[config.mk]
export PLATFORM = sky130hd
export DESIGN_NAME = conv_enc_framer
export DESIGN_NICKNAME = d
export VERILOG_FILES = /design/src/rtl/conv_enc_framer.sv
export SDC_FILE = /design/constraint.sdc
export NUM_CORES = 1
export LEC_CHECK = 0
export BUFFER_PORTS_ARGS = -buffer_cell sky130_fd_sc_hd__clkbuf_2
export CAP_MARGIN = 5
export CELL_PAD_IN_SITES_DETAIL_PLACEMENT = 1
export CELL_PAD_IN_SITES_GLOBAL_PLACEMENT = 1
export CORE_MARGIN = 1
export CORE_UTILIZATION = 30
export DETAILED_ROUTE_END_ITERATION = 12
export PLACE_DENSITY = 0.65
export SLEW_MARGIN = 20
export SYNTH_ARGS = -nofsm -noshare
export SYNTH_HDL_FRONTEND = slang
export SYNTH_SLANG_ARGS = --single-unit
[constraint.sdc]
create_clock -name clk -period 2.5 [get_ports clk]
set_input_delay 0.125 -clock clk [delete_from_list [all_inputs] [get_ports clk]]
set_output_delay 0.125 -clock clk [all_outputs]
set_load 0.01 [all_outputs]
[src/rtl/conv_enc_framer.sv]
// K=3 rate-1/2 convolutional encoder (generators 7,5 octal) that frames FRAME_LEN data bits
// plus two flushing tail symbols, with a single ready/valid output register.
module conv_enc_framer #(
   parameter int unsigned FRAME_LEN = 256
) (
   input  logic        clk,
   input  logic        rst,
   input  logic        encoder_i,
   input  logic        enable_encoder_i,
   output logic        encoder_ready_o,
   output logic [1:0]  encoder_o,
   output logic        valid_o,
   input  logic        ready_i,
   output logic        sof_o,
   output logic        eof_o,
   output logic [15:0] frame_cnt_o
);

   typedef enum logic [1:0] {S_IDLE, S_DATA, S_TAIL} state_t;

   localparam logic [15:0] LP_FRAME_LEN = 16'(FRAME_LEN);

   state_t      r_state,      w_stateNext;
   logic [1:0]  r_sr,         w_srNext;
   logic [15:0] r_bitCnt,     w_bitCntNext;
   logic        r_tailSecond, w_tailSecondNext;
   logic        r_valid,      w_validNext;
   logic [1:0]  r_sym,        w_symNext;
   logic        r_sof,        w_sofNext;
   logic        r_eof,        w_eofNext;
   logic [15:0] r_frameCnt,   w_frameCntNext;

   logic        w_slotFree;
   logic        w_ready;
   logic        w_accept;
   logic        w_bit;
   logic [1:0]  w_code;
   logic [15:0] w_bitCntInc;

   always_ff @(posedge clk or negedge rst) begin
      if (!rst) begin
         r_state      <= S_IDLE;
         r_sr         <= 2'b00;
         r_bitCnt     <= 16'd0;
         r_tailSecond <= 1'b0;
         r_valid      <= 1'b0;
         r_sym        <= 2'b00;
         r_sof        <= 1'b0;
         r_eof        <= 1'b0;
         r_frameCnt   <= 16'd0;
      end else begin
         r_state      <= w_stateNext;
         r_sr         <= w_srNext;
         r_bitCnt     <= w_bitCntNext;
         r_tailSecond <= w_tailSecondNext;
         r_valid      <= w_validNext;
         r_sym        <= w_symNext;
         r_sof        <= w_sofNext;
         r_eof        <= w_eofNext;
         r_frameCnt   <= w_frameCntNext;
      end
   end

   // Ready is gated by rst so it stays low for the whole time reset is asserted.
   always_comb begin
      w_slotFree       = !r_valid || ready_i;
      w_ready          = rst && ((r_state == S_IDLE) || (r_state == S_DATA)) && w_slotFree;
      w_accept         = enable_encoder_i && w_ready;
      w_bit            = (r_state == S_TAIL) ? 1'b0 : encoder_i;
      w_code           = {w_bit ^ r_sr[1] ^ r_sr[0], w_bit ^ r_sr[0]};
      w_bitCntInc      = r_bitCnt + 16'd1;

      w_stateNext      = r_state;
      w_srNext         = r_sr;
      w_bitCntNext     = r_bitCnt;
      w_tailSecondNext = r_tailSecond;
      w_validNext      = r_valid;
      w_symNext        = r_sym;
      w_sofNext        = r_sof;
      w_eofNext        = r_eof;
      w_frameCntNext   = r_frameCnt;

      if (w_slotFree) begin
         w_validNext = 1'b0;
         w_sofNext   = 1'b0;
         w_eofNext   = 1'b0;
      end

      case (r_state)
         S_IDLE, S_DATA: begin
            if (w_accept) begin
               w_validNext  = 1'b1;
               w_symNext    = w_code;
               w_sofNext    = (r_state == S_IDLE);
               w_eofNext    = 1'b0;
               w_srNext     = {w_bit, r_sr[1]};
               w_bitCntNext = w_bitCntInc;
               w_stateNext  = (w_bitCntInc == LP_FRAME_LEN) ? S_TAIL : S_DATA;
            end
         end
         S_TAIL: begin
            // Two zero-input symbols flush the encoder; the second one closes the frame.
            if (w_slotFree) begin
               w_validNext      = 1'b1;
               w_symNext        = w_code;
               w_sofNext        = 1'b0;
               w_eofNext        = 1'b0;
               w_srNext         = {1'b0, r_sr[1]};
               w_tailSecondNext = !r_tailSecond;
               if (r_tailSecond) begin
                  w_eofNext      = 1'b1;
                  w_frameCntNext = r_frameCnt + 16'd1;
                  w_srNext       = 2'b00;
                  w_bitCntNext   = 16'd0;
                  w_stateNext    = S_IDLE;
               end
            end
         end
         default: begin
            w_stateNext = S_IDLE;
         end
      endcase
   end

   assign encoder_ready_o = w_ready;
   assign encoder_o       = r_sym;
   assign valid_o         = r_valid;
   assign sof_o           = r_sof;
   assign eof_o           = r_eof;
   assign frame_cnt_o     = r_frameCnt;

endmodule

==> results of run 1 <==
[sequential cells by signal (all words and copies together), names as in the netlist]
register / cells
encoder_o: 2
eof_o: 1
frame_cnt_o: 16
r_bitCnt: 16
r_sr: 2
r_state: 2
r_tailSecond: 1
sof_o: 1
valid_o: 1
[layer usage]
| layer | vias up | GRT usage | wire, µm |
|---|---|---|---|
| li1 | 877 | - | - |
| met1 | 887 | 0.193 | 2480 |
| met2 | 18 | 0.238 | 2340 |
| met3 | 5 | 0.0322 | 133 |
| met4 | 0 | 0.0485 | 61 |
| met5 | - | 0 | 0 |
[final timing paths]
kind / from / to / cells past startpoint
worst max-delay path: r_bitCnt[0]$_DFFE_PN0P_ / r_state[0]$_DFFE_PN0P_ / 6
worst min-delay path: encoder_i / r_sr[1]$_DFFE_PN0P_ / 3
worst max register to register: r_bitCnt[0]$_DFFE_PN0P_ / r_state[0]$_DFFE_PN0P_ / 6
worst min register to register: frame_cnt_o[15]$_DFFE_PN0P_ / frame_cnt_o[15]$_DFFE_PN0P_ / 1
max in group asynchronous: rst / frame_cnt_o[0]$_DFFE_PN0P_ / 3
min in group asynchronous: rst / r_tailSecond$_DFFE_PN0P_ / 2
[cell families after synthesis]
logic type / after synthesis / synth area share
and+or+nand+nor: 92 / 0.230
AOI/OAI and AO/OA: 56 / 0.151
muxes: 3 / 0.0144
buffers and inverters: 13 / 0.0254
adders and majority gates: 3 / 0.0173
xor gates and xnor gates: 19 / 0.0768
DFF: 42 / 0.485
[layout by cell type (no fill, tap or decap), drive strengths merged, types with 3 or more instances in the layout]
cell | netlist | layout
a31oi | 3 | 3
nand3 | 11 | 11
and3 | 6 | 6
ha | 3 | 3
nand4 | 10 | 10
dfrtp | 42 | 42
inv | 5 | 5
nor4 | 3 | 3
o21ai | 31 | 31
a21oi | 8 | 8
buf | 5 | 5
nor3 | 6 | 6
a21o | 3 | 3
xor2 | 6 | 6
nor2 | 21 | 21
clkbuf | 3 | 31
nand2 | 21 | 21
or3 | 3 | 3
xnor2 | 13 | 13
[worst reg2reg max path, stage by stage (launching register included)]
cell,delay (ps)
dfrtp_1,470
ha_1,320
nand4_2,190
nor3_1,500
a31oi_1,180
nor4_2,200
a21oi_1,110
[cell type report]
class	instances	area share
inverters	5	0.00731
clock inverters	3	0.0268
flip-flops and latches	42	0.410
clock buffers	5	0.0268
well taps	96	0.0468
repair buffers	32	0.0692
multi-input cells	173	0.413
[power by group]
group / internal [mW] / total, mW / switching (mW)
clock: 0.400 / 0.655 / 0.255
combinational: 0.0722 / 0.167 / 0.0947
sequential: 0.715 / 0.771 / 0.0561
[per-stage QoR]
step                instances  area, µm²  hold slack, ps  setup slack [ps]
finish                    356       2570            92.9               397
global route              356       2570             112               108
CTS                       356       2570            98.7               395
detailed placement        347       2420           -32.5               412
global placement          347       2420           -36.7               493
floorplan                 228       2170            -171               701
==> results.md, run 1 <==
| Parameter | Reported | Unit |
|:---|:---|:---|
| Clk Tree Root Cell | clkbuf_8 | - |
| Cell types with the highest counts after synthesis | dfrtp_1, o21ai_0, nand2_1 | - |
| Hold Buf Count CTS | 1 | - |
| Startpoint types | flip-flop | - |
| Netlist cell types | 43 | - |
| Sink count of the clock tree | 42 | - |
| Vias after detailed routing | 1,787 | - |
| Number of synthesized register bits | 42 | - |
| Remaining antenna violation count | 0 | - |
| Vias per inst | 5.02 | - |
| Number of instances resized during post-cts repair | 0 | - |
| Reg clk slew, reported paths | 90 | ps |
| Worst hold-check path type | in2reg | - |
| Antenna fix cells | 0 | - |
| Max Freq | 475 | MHz |
| Pin count of the biggest net entering global routing | 40 | - |
| Clock tree from TritonCTS | done | - |
| Most frequent cell after synthesis | dfrtp_1 | - |
| Cell with the biggest individual delay on the critical path | nor3_1 | - |
| Aggregate routed wire length | 5020 | µm |
| Number of inserted filler cells in the final layout | 814 | - |
| Transition time at the pin with the least slew margin | 514 | ps |
| Top FF cell, synth | dfrtp_1 | - |
| Bufs on Longest Clock Path | 2 | - |
| Syn Std Cell Area | 2170 | µm² |
| Outcome | complete, no violations | - |
| Post-CTS Setup Bufs | 0 | - |
| Buf+Inv Stages, Crit Path | 0 | - |
| CP peak stage delay | 500 | ps |
| Sequential element share of the synthesized area | 0.485 | - |
| Worst-case clock skew | 2.50 | ps |
| Number of enable-type register cells in the synthesized netlist | 0 | - |
| First-pass iteration count of the detailed router | 4 | - |
| HPWL after detailed placement | 3600 | µm |
| Overall die width | 87.0 | µm |
| Cell family with most CP delay | simple AND/OR/NAND/NOR gates | - |
| DIE HEIGHT | 87.0 | µm |
| Required time worst endpoint | 2660 | ps |
| Net count after synthesis | 236 | - |
| Total design power | 1.59 | mW |
| Maximum ir drop on the vdd rail | 0.000335 | V |
| Cell taking the most area after synthesis | dfrtp_1 | - |
| Cell Rows | 30 | - |
| Clk Latency, worst-skew pair | 290 | ps |
| Area contributors post-synth | dfrtp_1, o21ai_0, xnor2_1, nand2_1, nor2_1 | - |
| Leak pwr | 1.19 | nW |
| Number of H-tree levels | 2 | - |
| Post-route fraction of the period consumed by the critical path | 0.841 | - |
| Starting density of the core | 0.315 | - |
| Number of CTS-inserted buffers | 5 | - |
| Utilization of the core after routing | 0.374 | - |
| Total of warnings raised by yosys | 0 | - |
| Quantity of I/O buffers inserted on ports | 26 | - |
| Max transition margin | 0.654 | - |
| Number of antenna violations at the first check in global routing | 0 | - |
| Final Hold Violating Endpoints | 0 | - |
| Mean routed wirelength per cell | 14.1 | µm |
| Number of global-route vias before repair | 1,813 | - |
| Overall overflow remaining after global route | 0 | - |
| Number of standard cells after synthesis | 228 | - |
| Post-route DRC | 0 | - |
| Final max-slew violation count | 0 | - |
| Setup Viol. Count Final | 0 | - |
| Total I/O pin count | 27 | - |
| Max-cap check violation count | 0 | - |
| Final min period | 2100 | ps |
| Layout cells sized above 1 | 0.181 | - |
| Startpoint-to-endpoint class of the critical path | reg2reg | - |
| First DRT Iteration DRCs | 71 | - |
| Unrepaired setup endpoints after global routing | false | - |
| Avg Cell Area, Syn | 9.50 | µm² |
| Fraction of synthesized cell area taken by the top area cell type | 0.485 | - |
| R2R setup slack | 400 | ps |
| First-pass GRT wire length | 8690 | µm |
| Worst setup EP type | flip-flop | - |
| Total number of nets in the final design | 267 | - |
| Power density normalized to cell area | 621 | nW/µm² |
| Area enclosed by the die boundary | 7570 | µm² |
| Share of synthesized flip-flops with an asynchronous set or reset | 1.00 | - |
| Crit-path max FO | 7 | - |
| Area growth, synth to finish | 18.4 | % |
| Arrival time of data at the critical path endpoint | 2270 | ps |
| Setup TNS | 0 | ps |
| Placeable Area | 6870 | µm² |
| Area taken by flip-flops and latches | 1050 | µm² |
| Total area of multi-input combinational cells | 1060 | µm² |
| Series of cell instances along the critical path | ha_1 -> nand4_2 -> nor3_1 -> a31oi_1 -> nor4_2 -> a21oi_1 | - |
| Gpl congestion | 0.807 | - |
| Aggregate global-route resource usage | 0.147 | - |
Note: power is estimated with default switching activity, not from simulation.
==> inputs of run 2 (changes only) <==
ABC_AREA = 1   (was unset)
PLACE_DENSITY = 0.67   (was 0.65)
clock period = 2 ns   (was 2.5 ns; I/O delays follow)
==> results.md, run 2 <==
| Parameter | Reported | Unit |
|:---|:---|:---|
| Top FF cell, synth | dfrtp_1 | - |
| Worst-case clock skew | 12.0 | ps |
| Non-Filler Cell Area, Final | 2640 | µm² |
| HPWL after detailed placement | 3950 | µm |
| Power density normalized to cell area | 919 | nW/µm² |
| Unrepaired setup endpoints after global routing | false | - |
| Post-route DRC | 0 | - |
| Sequential element share of the synthesized area | 0.473 | - |
| Number of standard cells after synthesis | 277 | - |
| Total of warnings raised by yosys | 0 | - |
| Area contributors post-synth | dfrtp_1, nand2_1, inv_1, xor2_1, nand3_1 | - |
| Crit-path max FO | 5 | - |
| Quantity of I/O buffers inserted on ports | 26 | - |
| Vias after detailed routing | 1,877 | - |
| Required time worst endpoint | 2200 | ps |
| Reg clk slew, reported paths | 90 | ps |
| First-pass iteration count of the detailed router | 4 | - |
| Cell Rows | 31 | - |
| Setup TNS | 0 | ps |
| Area enclosed by the die boundary | 7750 | µm² |
| DIE HEIGHT | 88.0 | µm |
| Bufs on Longest Clock Path | 2 | - |
| R2R setup slack | 260 | ps |
| Utilization of the core after routing | 0.366 | - |
| Vias per inst | 4.56 | - |
| Total design power | 2.43 | mW |
| Number of global-route vias before repair | 1,951 | - |
| Number of enable-type register cells in the synthesized netlist | 0 | - |
| Leak pwr | 1.34 | nW |
| Area after detailed placement | 2490 | µm² |
| Layout cells sized above 1 | 0.169 | - |
| Most common cell type on the critical path | nand2_1 | - |
| Starting density of the core | 0.308 | - |
| Final max-slew violation count | 0 | - |
| Final hold slack | 84.1 | ps |
| Sink count of the clock tree | 42 | - |
| Outcome | complete, no violations | - |
| Number of synthesized register bits | 42 | - |
| Final Hold Violating Endpoints | 0 | - |
| Maximum ir drop on the vdd rail | 0.000365 | V |
| Clock tree from TritonCTS | done | - |
| Post-route fraction of the period consumed by the critical path | 0.872 | - |
| Origin of the worst min-delay path | encoder_i | - |
| Final min period | 1740 | ps |
| Number of cells on the worst reg-to-reg path | 12 | - |
| Pin count of the biggest net entering global routing | 43 | - |
| Placeable Area | 7210 | µm² |
| Aggregate routed wire length | 5380 | µm |
| Cell taking the most area after synthesis | dfrtp_1 | - |
| Number of CTS-inserted buffers | 5 | - |
| First-pass GRT wire length | 9540 | µm |
| CP peak stage delay | 420 | ps |
| Max-cap check violation count | 0 | - |
| Startpoint-to-endpoint class of the critical path | reg2reg | - |
| Antenna fix cells | 0 | - |
| Hold path endpoint | r_sr[1]$_DFFE_PN0P_ | - |
| Series of cell instances along the critical path | ha_1 -> nand3_1 -> nor2_1 -> nand3_1 -> nand2_1 -> nand2_1 -> inv_1 -> nand2_1 -> nor2_1 -> nand2_1 -> nand2_1 -> nand2_1 | - |
| Most used cells in the layout excluding fill and tap cells | nand2_1, dfrtp_1, inv_1 | - |
| Aggregate global-route resource usage | 0.158 | - |
| Netlist cell types | 24 | - |
| Number of antenna violations at the first check in global routing | 0 | - |
| Worst hold-check path type | in2reg | - |
| Gpl congestion | 0.786 | - |
| Clk Latency, worst-skew pair | 300 | ps |
| Mean routed wirelength per cell | 13.1 | µm |
| Arrival time of data at the critical path endpoint | 1940 | ps |
| Avg Cell Area, Syn | 8.02 | µm² |
| Max transition margin | 0.634 | - |
| Transition time at the pin with the least slew margin | 549 | ps |
| Worst setup EP type | flip-flop | - |
| Remaining antenna violation count | 0 | - |
| Cell types with the highest counts after synthesis | nand2_1, dfrtp_1, inv_1 | - |
| Startpoint types | flip-flop | - |
| Share of synthesized flip-flops with an asynchronous set or reset | 1.00 | - |
| Setup Viol. Count Final | 0 | - |
| Number of H-tree levels | 2 | - |
| Total number of cells along the worst setup path | 12 | - |
| Total I/O pin count | 27 | - |
| Total number of nets in the final design | 320 | - |
| Post-CTS Setup Bufs | 0 | - |
| Overall overflow remaining after global route | 0 | - |
| Cell with the biggest individual delay on the critical path | dfrtp_2 | - |
| Most frequent standard cell in the layout excluding fill and tap cells | nand2_1 | - |
| Startpoint of the worst register-to-register path | r_bitCnt[1]$_DFFE_PN0P_ | - |
| Fraction of synthesized cell area taken by the top area cell type | 0.473 | - |
| Buf+Inv Stages, Crit Path | 1 | - |
| First DRT Iteration DRCs | 90 | - |
| Most frequent cell after synthesis | nand2_1 | - |
| Net count after synthesis | 285 | - |
| Max Freq | 573 | MHz |
| Syn Std Cell Area | 2220 | µm² |
| Clk Tree Root Cell | clkbuf_8 | - |
| Area growth, synth to finish | 19.0 | % |
| Critical R2R Capture | r_state[0]$_DFFE_PN0P_ | - |
| Hold path depth | 3 | - |
| Overall die width | 88.0 | µm |
| Cell family with most CP delay | simple AND/OR/NAND/NOR gates | - |
==> run 2: cell types whose count changed in the layout (fill, tap and decap cells not counted), moves of 7 or more <==
| cell | before | now |
|---|---|---|
| o21ai_0 | 28 | 13 |
| a21oi_1 | 8 | 1 |
| o22ai_1 | 1 | 8 |
| nand2_1 | 21 | 88 |
| inv_1 | 5 | 34 |
| nand3_1 | 11 | 20 |
==> run 2: final cells by class <==
class	instances	area, µm²
clock inverters	3	68.8
multi-input cells	197	1030
fillers	900	4570
clock buffers	5	68.8
well taps	99	124
flip-flops and latches	42	1050
repair buffers	30	163
inverters	36	135
==> run 2: how the worst max path moves through the flow <==
| stage | start | to |
|---|---|---|
| after floorplan | valid_o$_DFF_PN0_ | r_bitCnt[10]$_DFFE_PN0P_ |
| after global placement | r_bitCnt[1]$_DFFE_PN0P_ | r_state[0]$_DFFE_PN0P_ |
| after detailed placement | r_bitCnt[1]$_DFFE_PN0P_ | r_state[0]$_DFFE_PN0P_ |
| after CTS | r_bitCnt[1]$_DFFE_PN0P_ | r_state[0]$_DFFE_PN0P_ |
| after global routing | r_bitCnt[1]$_DFFE_PN0P_ | r_state[0]$_DFFE_PN0P_ |
| final | r_bitCnt[1]$_DFFE_PN0P_ | r_state[0]$_DFFE_PN0P_ |
==> run 2: metal layers <==
| layer | part of all wire | vias to the layer above | GRT usage |
|---|---|---|---|
| met3 | 0.030 | 2 | 0.0264 |
| met1 | 0.48 | 909 | 0.215 |
| li1 | - | 941 | - |
| met2 | 0.49 | 25 | 0.263 |
| met5 | 0 | - | 0 |
| met4 | 0.0037 | 0 | 0.0381 |
==> run 2: cell families after synthesis <==
kind of cell | Yosys count | share of synthesized area
buf+inv | 38 | 0.0648
simple gates | 153 | 0.316
xor+xnor | 19 | 0.0749
compound gates | 22 | 0.0541
fa+ha+maj | 3 | 0.0169
flops | 42 | 0.473
==> run 2: metrics by stage <==
stage | std cells | setup slack [ps]
3_5_place_dp | 403 | 242
5_1_grt | 412 | 57.1
6_report | 412 | 256
4_1_cts | 412 | 196
3_3_place_gp | 403 | 315
2_1_floorplan | 277 | 451
==> run 2: worst min-delay path, delay by kind of cell <==
| kind | cells | cell delay, ps |
|---|---|---|
| compound gates | 1 | 80 |
| simple gates | 1 | 80 |
| buf+inv | 1 | 80 |
==> run 2: report_power, final <==
part / switching (mW) / internal [mW]
Clock: 0.315 / 0.501
Sequential: 0.146 / 0.978
Combinational: 0.314 / 0.175
==> run 2: timing repair <==
action	4_1_cts	5_1_grt
hold buffers	1	0
gates resized for setup	0	2
endpoints found under the setup margin	0	2
hold endpoints to repair	42	0
==> inputs of run 3 (changes only) <==
CORE_ASPECT_RATIO = 1.5   (was unset)
CORE_UTILIZATION = 35   (was 30)
PLACE_DENSITY = 0.75   (was 0.67)
==> results.md, run 3 (synthesized netlist as in run 2, its figures left out) <==
| Parameter | Reported | Unit |
|:---|:---|:---|
| Outcome | complete, no violations | - |
| Post-route fraction of the period consumed by the critical path | 0.881 | - |
| Power density normalized to cell area | 855 | nW/µm² |
| Max transition margin | 0.647 | - |
| Total I/O pin count | 27 | - |
| Overall die width | 67.0 | µm |
| Final Hold Violating Endpoints | 0 | - |
| Clk Tree Root Cell | clkbuf_8 | - |
| Max-cap check violation count | 0 | - |
| Number of H-tree levels | 2 | - |
| Number of antenna violations at the first check in global routing | 0 | - |
| Gpl congestion | 0.847 | - |
| Antenna fix cells | 0 | - |
| Cell total after placement | 378 | - |
| Sink count of the clock tree | 42 | - |
| Cell with the biggest individual delay on the critical path | dfrtp_1 | - |
| Final hold slack | 79.3 | ps |
| Worst hold-check path type | in2reg | - |
| Vias after detailed routing | 1,906 | - |
| Layout cells sized above 1 | 0.163 | - |
| Startpoint of the worst register-to-register path | r_bitCnt[1]$_DFFE_PN0P_ | - |
| Overall overflow remaining after global route | 0 | - |
| Origin of the worst min-delay path | encoder_i | - |
| HPWL after detailed placement | 4330 | µm |
| Number of CTS-inserted buffers | 5 | - |
| Vias per inst | 4.93 | - |
| Aggregate global-route resource usage | 0.186 | - |
| Clk Latency, worst-skew pair | 300 | ps |
| Quantity of I/O buffers inserted on ports | 26 | - |
| Maximum ir drop on the vdd rail | 0.000368 | V |
| Leak pwr | 1.32 | nW |
| Area after detailed placement | 2460 | µm² |
| Most frequent standard cell in the layout excluding fill and tap cells | nand2_1 | - |
| Remaining antenna violation count | 0 | - |
| Most used cells in the layout excluding fill and tap cells | nand2_1, dfrtp_1, inv_1 | - |
| CP peak stage delay | 430 | ps |
| Cell Rows | 35 | - |
| Total number of nets in the final design | 320 | - |
| Unrepaired setup endpoints after global routing | false | - |
| Worst-case clock skew | 12.5 | ps |
| Required time worst endpoint | 2200 | ps |
| Non-Filler Cell Area, Final | 2560 | µm² |
| Most common cell type on the critical path | nand2_1 | - |
| Area enclosed by the die boundary | 6670 | µm² |
| Buf+Inv Stages, Crit Path | 1 | - |
| First-pass GRT wire length | 9380 | µm |
| Series of cell instances along the critical path | ha_1 -> nand3_1 -> nor2_1 -> nand3_1 -> nand2_1 -> nand2_1 -> inv_1 -> nand2_1 -> nor2_1 -> nand2_1 -> nand2_1 -> nand2_1 | - |
| Number of global-route vias before repair | 2,042 | - |
| Clock tree from TritonCTS | done | - |
| Cell family with most CP delay | simple AND/OR/NAND/NOR gates | - |
| Worst setup EP type | flip-flop | - |
| Reg clk slew, reported paths | 90 | ps |
| Bufs on Longest Clock Path | 2 | - |
| Pin count of the biggest net entering global routing | 43 | - |
| Arrival time of data at the critical path endpoint | 1960 | ps |
| First-pass iteration count of the detailed router | 4 | - |
| Placeable Area | 6130 | µm² |
| Max Freq | 568 | MHz |
| Final min period | 1760 | ps |
| Startpoint types | flip-flop | - |
| Aggregate routed wire length | 5560 | µm |
| Starting density of the core | 0.362 | - |
| Transition time at the pin with the least slew margin | 530 | ps |
| Critical path launch point | r_bitCnt[1]$_DFFE_PN0P_ | - |
| Startpoint-to-endpoint class of the critical path | reg2reg | - |
| Area growth, synth to finish | 15.4 | % |
| Mean routed wirelength per cell | 14.4 | µm |
| Post-route DRC | 0 | - |
| First DRT Iteration DRCs | 17 | - |
| Crit-path max FO | 5 | - |
| Setup Viol. Count Final | 0 | - |
| Final max-slew violation count | 0 | - |
| DIE HEIGHT | 99.6 | µm |
| Number of standard cells in the layout, taps in and fillers out | 387 | - |
| Setup TNS | 0 | ps |
-- run 3: cell count changes in the layout (fill, tap and decap cells not counted) --
cell	change
clkinv_2	+1
clkbuf_1	+1
dfrtp_1	+1
clkbuf_8	+1
dfrtp_2	-1
clkinv_4	-1
bufinv_16	-2
-- run 3: metal layers --
| metal | track usage | part of all wire | vias to the layer above |
|---|---|---|---|
| met1 | 0.194 | 0.38 | 928 |
| met2 | 0.350 | 0.58 | 30 |
| li1 | - | - | 938 |
| met5 | 0 | 0 | - |
| met3 | 0.0229 | 0.024 | 10 |
| met4 | 0.0900 | 0.022 | 0 |
-- run 3: final cells by class --
cell class | count | area [µm²]
clock inverters | 1 | 5.00
multi-input cells | 197 | 1030
clock buffers | 7 | 86.3
fillers | 799 | 3570
inverters | 36 | 135
repair buffers | 30 | 163
well taps | 74 | 92.6
flip-flops and latches | 42 | 1050
-- run 3: stage by stage --
step	total power, mW	setup WS (ps)	utilization
floorplan	1.44	451	-
detailed placement	1.62	176	0.401
CTS	2.22	170	0.417
global route	2.33	48.6	0.418
finish	2.19	238	0.418
global placement	1.60	247	0.401
-- run 3: final timing paths --
| path | endpoint | slack, ps | cells past startpoint |
|---|---|---|---|
| worst max-delay path | r_state[0]$_DFFE_PN0P_ | 240 | 12 |
| min in group asynchronous | r_bitCnt[9]$_DFFE_PN0P_ | 490 | 3 |
| worst max register to register | r_state[0]$_DFFE_PN0P_ | 240 | 12 |
| max in group asynchronous | r_state[1]$_DFFE_PN0P_ | 1150 | 3 |
| worst min-delay path | r_sr[1]$_DFFE_PN0P_ | 80 | 3 |
| worst min register to register | frame_cnt_o[15]$_DFFE_PN0P_ | 480 | 1 |
-- run 3: what timing repair did --
action / 4_1_cts / 5_1_grt
hold buffers: 1 / 0
gates resized for setup: 0 / 1
setup endpoints to repair: 0 / 1
hold endpoints to repair: 42 / 0
setup buffers: 0 / 0
-- run 3: tightest hold or removal path, cell delays in order --
cell	delay, ps
clkbuf_2	80
nand2_1	90
o21ai_0	80
-- run 3: report_power, final --
| part | internal (mW) | switching, mW |
|---|---|---|
| registers | 0.977 | 0.137 |
| logic | 0.175 | 0.321 |
| clock network | 0.279 | 0.302 |
